==> src/rtl/pipelined_multiplier_n.sv <==
// Pipelined shift-and-add array multiplier with valid/ready flow control.
// An input register is followed by STAGES adder stages, each summing
// ROWS_PER_STAGE partial-product rows. The whole pipeline stalls as one
// unit whenever a result is held at the output and not consumed.
// Optional feature macro: MULT_SIGNED_EN enables per-operation two's-complement
// mode. Without it signed_in is accepted but ignored and only unsigned
// products are built.
module pipelined_multiplier_n #(
  parameter int unsigned WIDTH_A        = 16,
  parameter int unsigned WIDTH_B        = 16,
  parameter int unsigned ROWS_PER_STAGE = 1
) (
  input  logic                       clk,
  input  logic                       rst_n,
  input  logic                       in_valid,
  output logic                       in_ready,
  input  logic [WIDTH_A-1:0]         a,
  input  logic [WIDTH_B-1:0]         b,
  input  logic                       signed_in,
  output logic                       out_valid,
  input  logic                       out_ready,
  output logic [WIDTH_A+WIDTH_B-1:0] y,
  output logic                       busy
);

  localparam int unsigned W      = WIDTH_A + WIDTH_B;
  localparam int unsigned STAGES = (WIDTH_A + ROWS_PER_STAGE - 1) / ROWS_PER_STAGE;

  // Index 0 is the input register; index k+1 is the output of adder stage k.
  logic [STAGES:0]                   vld;
  logic [STAGES:1][W-1:0]            sum_q;
  // Operands only need to travel as far as the last adder stage's input.
  logic [STAGES-1:0][WIDTH_A-1:0]    a_q;
  logic [STAGES-1:0][WIDTH_B-1:0]    b_q;
  logic [STAGES-1:0][W-1:0]          sum_nxt;
  logic                              enable;

`ifdef MULT_SIGNED_EN
  logic [STAGES-1:0]                 mode_q;
`else
  logic                              unused_signed_in;
  assign unused_signed_in = signed_in;
`endif

  // Global stall: freeze everything while a result waits at the output.
  assign enable    = !(out_valid && !out_ready);
  assign in_ready  = enable;
  assign out_valid = vld[STAGES];
  assign y         = sum_q[STAGES];
  assign busy      = |vld;

  // Per-stage partial-product accumulation.
  for (genvar k = 0; k < STAGES; k++) begin : g_stage
    logic [W-1:0] base;
    logic [W-1:0] b_ext;
    logic [W-1:0] acc_c;

    if (k == 0) begin : g_base
      assign base = '0;
    end else begin : g_base
      assign base = sum_q[k];
    end

`ifdef MULT_SIGNED_EN
    assign b_ext = mode_q[k] ? {{WIDTH_A{b_q[k][WIDTH_B-1]}}, b_q[k]}
                             : {{WIDTH_A{1'b0}}, b_q[k]};
`else
    assign b_ext = {{WIDTH_A{1'b0}}, b_q[k]};
`endif

    // Add (or, for the sign row in signed mode, subtract) this stage's rows.
    always_comb begin
      logic [W-1:0] row;
      int unsigned  idx;
      acc_c = base;
      row   = '0;
      idx   = 0;
      for (int unsigned r = 0; r < ROWS_PER_STAGE; r++) begin
        idx = k * ROWS_PER_STAGE + r;
        if (idx < WIDTH_A) begin
          row = ((a_q[k] & (WIDTH_A'(1) << idx)) != '0) ? (b_ext << idx) : '0;
`ifdef MULT_SIGNED_EN
          if (mode_q[k] && (idx == WIDTH_A - 1)) begin
            acc_c = acc_c - row;
          end else begin
            acc_c = acc_c + row;
          end
`else
          acc_c = acc_c + row;
`endif
        end
      end
    end

    assign sum_nxt[k] = acc_c;
  end

  // Input capture and pipeline advance; invalid slots carry a zero sum so y is 0 when idle.
  always_ff @(posedge clk) begin
    if (!rst_n) begin
      vld   <= '0;
      sum_q <= '0;
      a_q   <= '0;
      b_q   <= '0;
`ifdef MULT_SIGNED_EN
      mode_q <= '0;
`endif
    end else if (enable) begin
      vld[0] <= in_valid;
      a_q[0] <= a;
      b_q[0] <= b;
`ifdef MULT_SIGNED_EN
      mode_q[0] <= signed_in;
`endif
      for (int unsigned k = 1; k < STAGES; k++) begin
        a_q[k] <= a_q[k-1];
        b_q[k] <= b_q[k-1];
`ifdef MULT_SIGNED_EN
        mode_q[k] <= mode_q[k-1];
`endif
      end
      for (int unsigned k = 0; k < STAGES; k++) begin
        vld[k+1]   <= vld[k];
        sum_q[k+1] <= vld[k] ? sum_nxt[k] : '0;
      end
    end
  end

endmodule

==> config.mk <==
export PLATFORM = sky130hd
export DESIGN_NAME = pipelined_multiplier_n
export DESIGN_NICKNAME = d
export VERILOG_FILES = /design/src/rtl/pipelined_multiplier_n.sv
export SDC_FILE = /design/constraint.sdc
export NUM_CORES = 2
export LEC_CHECK = 0
export CAP_MARGIN = 15
export CELL_PAD_IN_SITES_DETAIL_PLACEMENT = 1
export CELL_PAD_IN_SITES_GLOBAL_PLACEMENT = 2
export CORE_MARGIN = 3
export CORE_UTILIZATION = 30
export CTS_CLUSTER_DIAMETER = 30
export DETAILED_ROUTE_END_ITERATION = 8
export PLACE_DENSITY_LB_ADDON = 0.1
export SLEW_MARGIN = 20
export SYNTH_ARGS = -nofsm -noshare
export SYNTH_HDL_FRONTEND = slang
export SYNTH_SLANG_ARGS = --single-unit
==> constraint.sdc <==
create_clock -name clk -period 6.49 [get_ports clk]
set_clock_uncertainty 0.05 [all_clocks]
set_input_delay 1.6225 -clock clk [delete_from_list [all_inputs] [get_ports clk]]
set_output_delay 1.6225 -clock clk [all_outputs]
set_load 0.05 [all_outputs]
### Word-level counts from Yosys, hierarchy flattened

Index checks and enable logic that the tools add are counted.
W data, S select, Z words.

| word-level totals | value |
|---|---|
| input port bits | 37 |
| logic and storage cells | 100 |
| output and inout bits | 35 |
| bits in registers | 1041 |

| operators by class | value |
|---|---|
| add/subtract/negate cells | 15 |
| mux-type cells | 32 |
| reductions and logical operators | 4 |

Operator list:

| kind | count |
|---|---|
| $mux W32 | 15 |
| $add A32 B17 Y32 | 1 |
| $add A32 B18 Y32 | 1 |
| $add A32 B19 Y32 | 1 |
| $add A32 B20 Y32 | 1 |
| $add A32 B21 Y32 | 1 |
| $add A32 B22 Y32 | 1 |
| $add A32 B23 Y32 | 1 |
| $add A32 B24 Y32 | 1 |
| $add A32 B25 Y32 | 1 |
| $add A32 B26 Y32 | 1 |
| $add A32 B27 Y32 | 1 |
| $add A32 B28 Y32 | 1 |
| $add A32 B29 Y32 | 1 |
| $add A32 B30 Y32 | 1 |
| $add A32 B31 Y32 | 1 |
| $mux W16 | 2 |
| $mux W31 | 1 |
| $mux W30 | 1 |
| $mux W29 | 1 |
| $mux W28 | 1 |
| $mux W27 | 1 |
| $mux W26 | 1 |
| $mux W25 | 1 |
| 11 further kinds | 12 |

### Logic depth before layout (Yosys ltp)

| depth | value |
|---|---|
| depth in word-level cells | 3 |
| gate-level depth with buffers | 12 |
| depth with buffers taken out | 11 |

### Least setup slack after synthesis

OpenSTA, ideal clock, no wires.

| timing path | value |
|---|---|
| path type | input port to output port |
| start | in out_ready |
| end | out in_ready |
| setup slack | 2212 ps |
| path buffers | 3 |
| cell stages on the path | 5 |
| required time | 4817 ps |
| arrival time | 2606 ps |
| cell sequence | nor2b_1 inv_1 clkbuf_1 clkbuf_1 buf_2 |

| between the ends | value |
|---|---|
| word-level cells in the longest chain between the ends | 3 |

RTL lines:

| element | RTL line | source |
|---|---|---|
| start: declaration | 21 | `input logic out_ready,` |
| $logic_not A1 Y1 | 46 | `assign enable = !(out_valid && !out_ready);` |
| $logic_and A1 B1 Y1 | 46 |  |
| $logic_not A1 Y1 | 46 |  |
| end: declaration | 16 | `output logic in_ready,` |

No other way between the ends.

### Worst setup path after layout

| timing path | value |
|---|---|
| start | reg vld[15] |
| end | out busy |

| between the ends | value |
|---|---|
| word-level cells in the longest chain between the ends | 1 |

RTL lines:

| element | RTL line | source |
|---|---|---|
| start: declaration | 30 | `logic [STAGES:0] vld;` |
| start signal: indexed assignment | 123 | `vld[k+1] <= vld[k];` |
| $reduce_or A17 Y1 | 50 | `assign busy = \|vld;` |
| end: declaration | 23 | `output logic busy` |

No other way between the ends.

==> metrics.csv <==
stage,metric,value,unit
power,Power per Cell Area,331,nW/um^2
die,Chip Height,375,um
synthesis,Syn Area/Cell,8.12,um^2
synthesis,Yosys cell types,80,
synthesis,"top cells by area, synth","dfxtp_1 (39%), nand2_1 (12%), a21boi_0 (11%)",
cts,cts hold-fix bufs,0,
synthesis,"FF+latch count, synth",800,
power,Peak VDD IR,0.000291,V
outcome,status,completed,
synthesis,Cells after Synth,5045,
synthesis,Post-synth top flop,dfxtp_1,
final_layout,fin nets,5373,
critical_path,WS Path Type,flip-flop to primary output,
placed_design,DP Worst Slack,1.73,ns
grt,Tot GR Track Use,16.6,%
critical_path,Setup crit end kind,primary output,
synthesis,Post-synth ARST share,0,%
cts,insertion delay to the later sink of the worst-skew pair,0.78,ns
die,Initial Util,30.4,%
grt,initial antenna violation count,2,
min_path,Hold Startpoint,g_stage[2].base[16],
grt,vias in the first global route,36000,
cts,CTS Buf Count,228,
sta,final hold violation count,0,
cts,TritonCTS clock tree,built,
synthesis,"Seq/Total Area, Yosys",39.1,%
sta,final worst path period share,82.0,%
placed_design,gp weighted congestion,0.789,
final_layout,Area growth syn-to-layout,25.7,%
synthesis,XOR/XNOR Fraction of Synth Area,3.42,%
min_path,hold endpoint,g_stage[2].base[16],
detailed_routing,DRC Markers,0,
cts,Max clock buf depth,3,
critical_path,slowest CP cell,clkdlybuf4s50_1,
detailed_routing,Final ANT Viol Nets,0,
grt,grt total ovfl,0,
synthesis,Ys Warns,0,
synthesis,multiplexer share of the synthesized area,0.122,%
critical_path,Reg2Reg Depth,11,
die,# rows,134,
placed_design,placed cell count,6620,
detailed_routing,Via density,4.89,
critical_path,WP data arrival,3.65,ns
final_layout,fin cells,7056,
critical_path,worst path cell trace,buf_4 -> nor4_1 -> nand4_1 -> or4_1 -> clkdlybuf4s50_1,
cts,CTS HTree Levels,4,
critical_path,CP peak stage delay,0.77,ns
placed_design,Final HPWL DP,79200,um
synthesis,largest family of logic cells by synthesized area,compound AO/OA/AOI/OAI gates,
critical_path,FF-to-FF setup slack,3.11,ns
detailed_routing,DR vias,34500,
detailed_routing,routed wire length,118000,um
final_layout,Util after Layout,38.3,%
power,P_leak,19.7,nW
detailed_routing,WL/cell,16.7,um
synthesis,syn nets,5336,
sta,worst relative slew slack,18.7,%
synthesis,post-synthesis adder-cell area fraction,8.04,%
cts,CTS root buffer,clkbuf_16,
synthesis,Mapped Area,40900,um^2
sta,fmax,188,MHz
sta,Final TNS setup,0,ns
sta,Tmin final,5.32,ns
sta,Final setup viols,0,
die,chip width,375,um
min_path,worst min path class,flip-flop to flip-flop,
synthesis,"EDFF count, synth",0,
final_layout,layout cells sized above 1,8.95,%
synthesis,Simple-Gate Fraction of Synth Area,22.7,%
detailed_routing,First-pass DRT Iterations,5,
cts,total setup buffers inserted after CTS,0,
power,Power Total,0.0170,W
critical_path,r2r startpoint,a_q[187],
synthesis,Synth top area share,39.1,%
min_path,Min-Delay Path Depth,2,
critical_path,CP required,4.82,ns
die,core area,134000,um^2
grt,first-pass GRT wire length,193000,um
cts,Worst-path clk slew,0.04,ns
die,Ports,72,
critical_path,Startpoint Class,flip-flop,
synthesis,Compound-Gate Fraction of Synth Area,23.0,%
sta,RSZ-0062 raised after global routing,false,
cts,CTS sink cnt,800,
cts,Resize count post-CTS,0,
die,die footprint,141000,um^2
sta,worst slew pin tran,1.22,ns
synthesis,leading area contributor after synthesis,dfxtp_1,
critical_path,worst r2r dst,g_stage[12].base[21],
detailed_routing,DRT iter0 DRCs,1236,
sta,Final Worst Setup Slack,1.17,ns
run,max-cap viol count,0,
critical_path,CP max FO,25,
placed_design,port bufs,70,
sta,"Slew Viols, Final",0,
grt,largest net degree at the start of global routing,207,
[per-stage QoR]
| step | hold WS [ns] | instance area (um^2) |
|---|---|---|
| 6_report | 0.401 | 51500 |
| 5_1_grt | 0.427 | 51400 |
| 4_1_cts | 0.403 | 51400 |
| 3_5_place_dp | 0.399 | 43100 |
| 3_3_place_gp | 0.397 | 43100 |
| 2_1_floorplan | 0.380 | 40900 |
[critical path: cells and delay by family, from the launching register on]
kind	cells	cell delay (ns)
flip-flops	1	0.29
buffers and inverters	2	0.98
AND/OR/NAND/NOR	3	1.58
[power by group]
part | internal (W) | switching [W] | total, W
sequential | 0.00497 | 0.0000250 | 0.00499
combinational | 0.0000886 | 0.0000920 | 0.000181
clock | 0.00853 | 0.00331 | 0.0118
total | 0.0136 | 0.00343 | 0.0170
[cell usage in the layout (no fill, tap or decap), types with 15 or more instances in the layout]
cell type,count
a22oi_1,22
clkinv_2,63
a21oi_1,175
xor2_1,83
fa_1,15
o21ai_0,265
and3_1,22
o21a_1,29
nand4_1,36
nand2_1,1279
buf_4,37
a21boi_0,603
nand3_1,192
clkbuf_8,48
clkbuf_1,36
a211oi_1,31
dfxtp_1,800
ha_1,239
bufinv_16,39
inv_1,70
and2_1,240
nand3b_1,15
nor3_1,26
o31ai_1,18
xnor2_1,77
clkbuf_16,231
a21o_1,76
nand2b_1,52
clkdlybuf4s50_1,68
nor2b_1,36
a31oi_1,19
nor2_1,108
[cells in the mapped netlist, drive strengths merged (52+ instances only)]
| master | count |
|---|---|
| nand3 | 192 |
| clkbuf | 245 |
| inv | 71 |
| xnor2 | 77 |
| and2 | 241 |
| nand2 | 1279 |
| nor2 | 109 |
| a21boi | 605 |
| ha | 239 |
| o21ai | 282 |
| buf | 62 |
| nand2b | 52 |
| a21oi | 175 |
| dfxtp | 800 |
| xor2 | 83 |
| a21o | 76 |
[state kept, by name, summed over array words and instances (netlist names)]
register and cells:
a_q 136, b_q 256, g_stage.base 359, y 32, vld 17
[worst max path at each step]
stage | startpoint | endpoint | slack, ns | cells past startpoint
after global routing | vld[15] | busy | 1.01 | 5
final | vld[15] | busy | 1.17 | 5
after CTS | vld[15] | busy | 0.93 | 5
after detailed placement | out_ready | g_stage[4].base[17] | 1.73 | 9
after global placement | out_ready | in_ready | 1.76 | 4
after floorplan | out_ready | in_ready | 2.21 | 5
[routing by layer]
layer	global-route usage, %	vias to the layer above	wire length, um
met2	28.2	324	55900
met5	0	-	0
met4	4.52	0	2170
li1	-	17500	-
met3	3.06	196	3340
met1	21.4	16500	56200
[cell families (layout without fill, tap and decap cells)]
kind of cell,Yosys count,after routing
simple gates,2067,2067
fa+ha+maj,254,254
flops,800,800
mux,5,5
other cells,0,2
xor+xnor,160,160
buf+inv,378,619
compound gates,1381,1381
[cell type report]
cell class	instances	area, um^2
fill	15700	83000
multi-input combinational	3867	23500
sequential	800	16000
clock buffer	315	6580
tap	1768	2210
clock inverter	119	1760
timing repair buffer	114	1130
inverter	71	274
antenna	2	5.00
No activity file was read; power rests on OpenSTA's default activity.
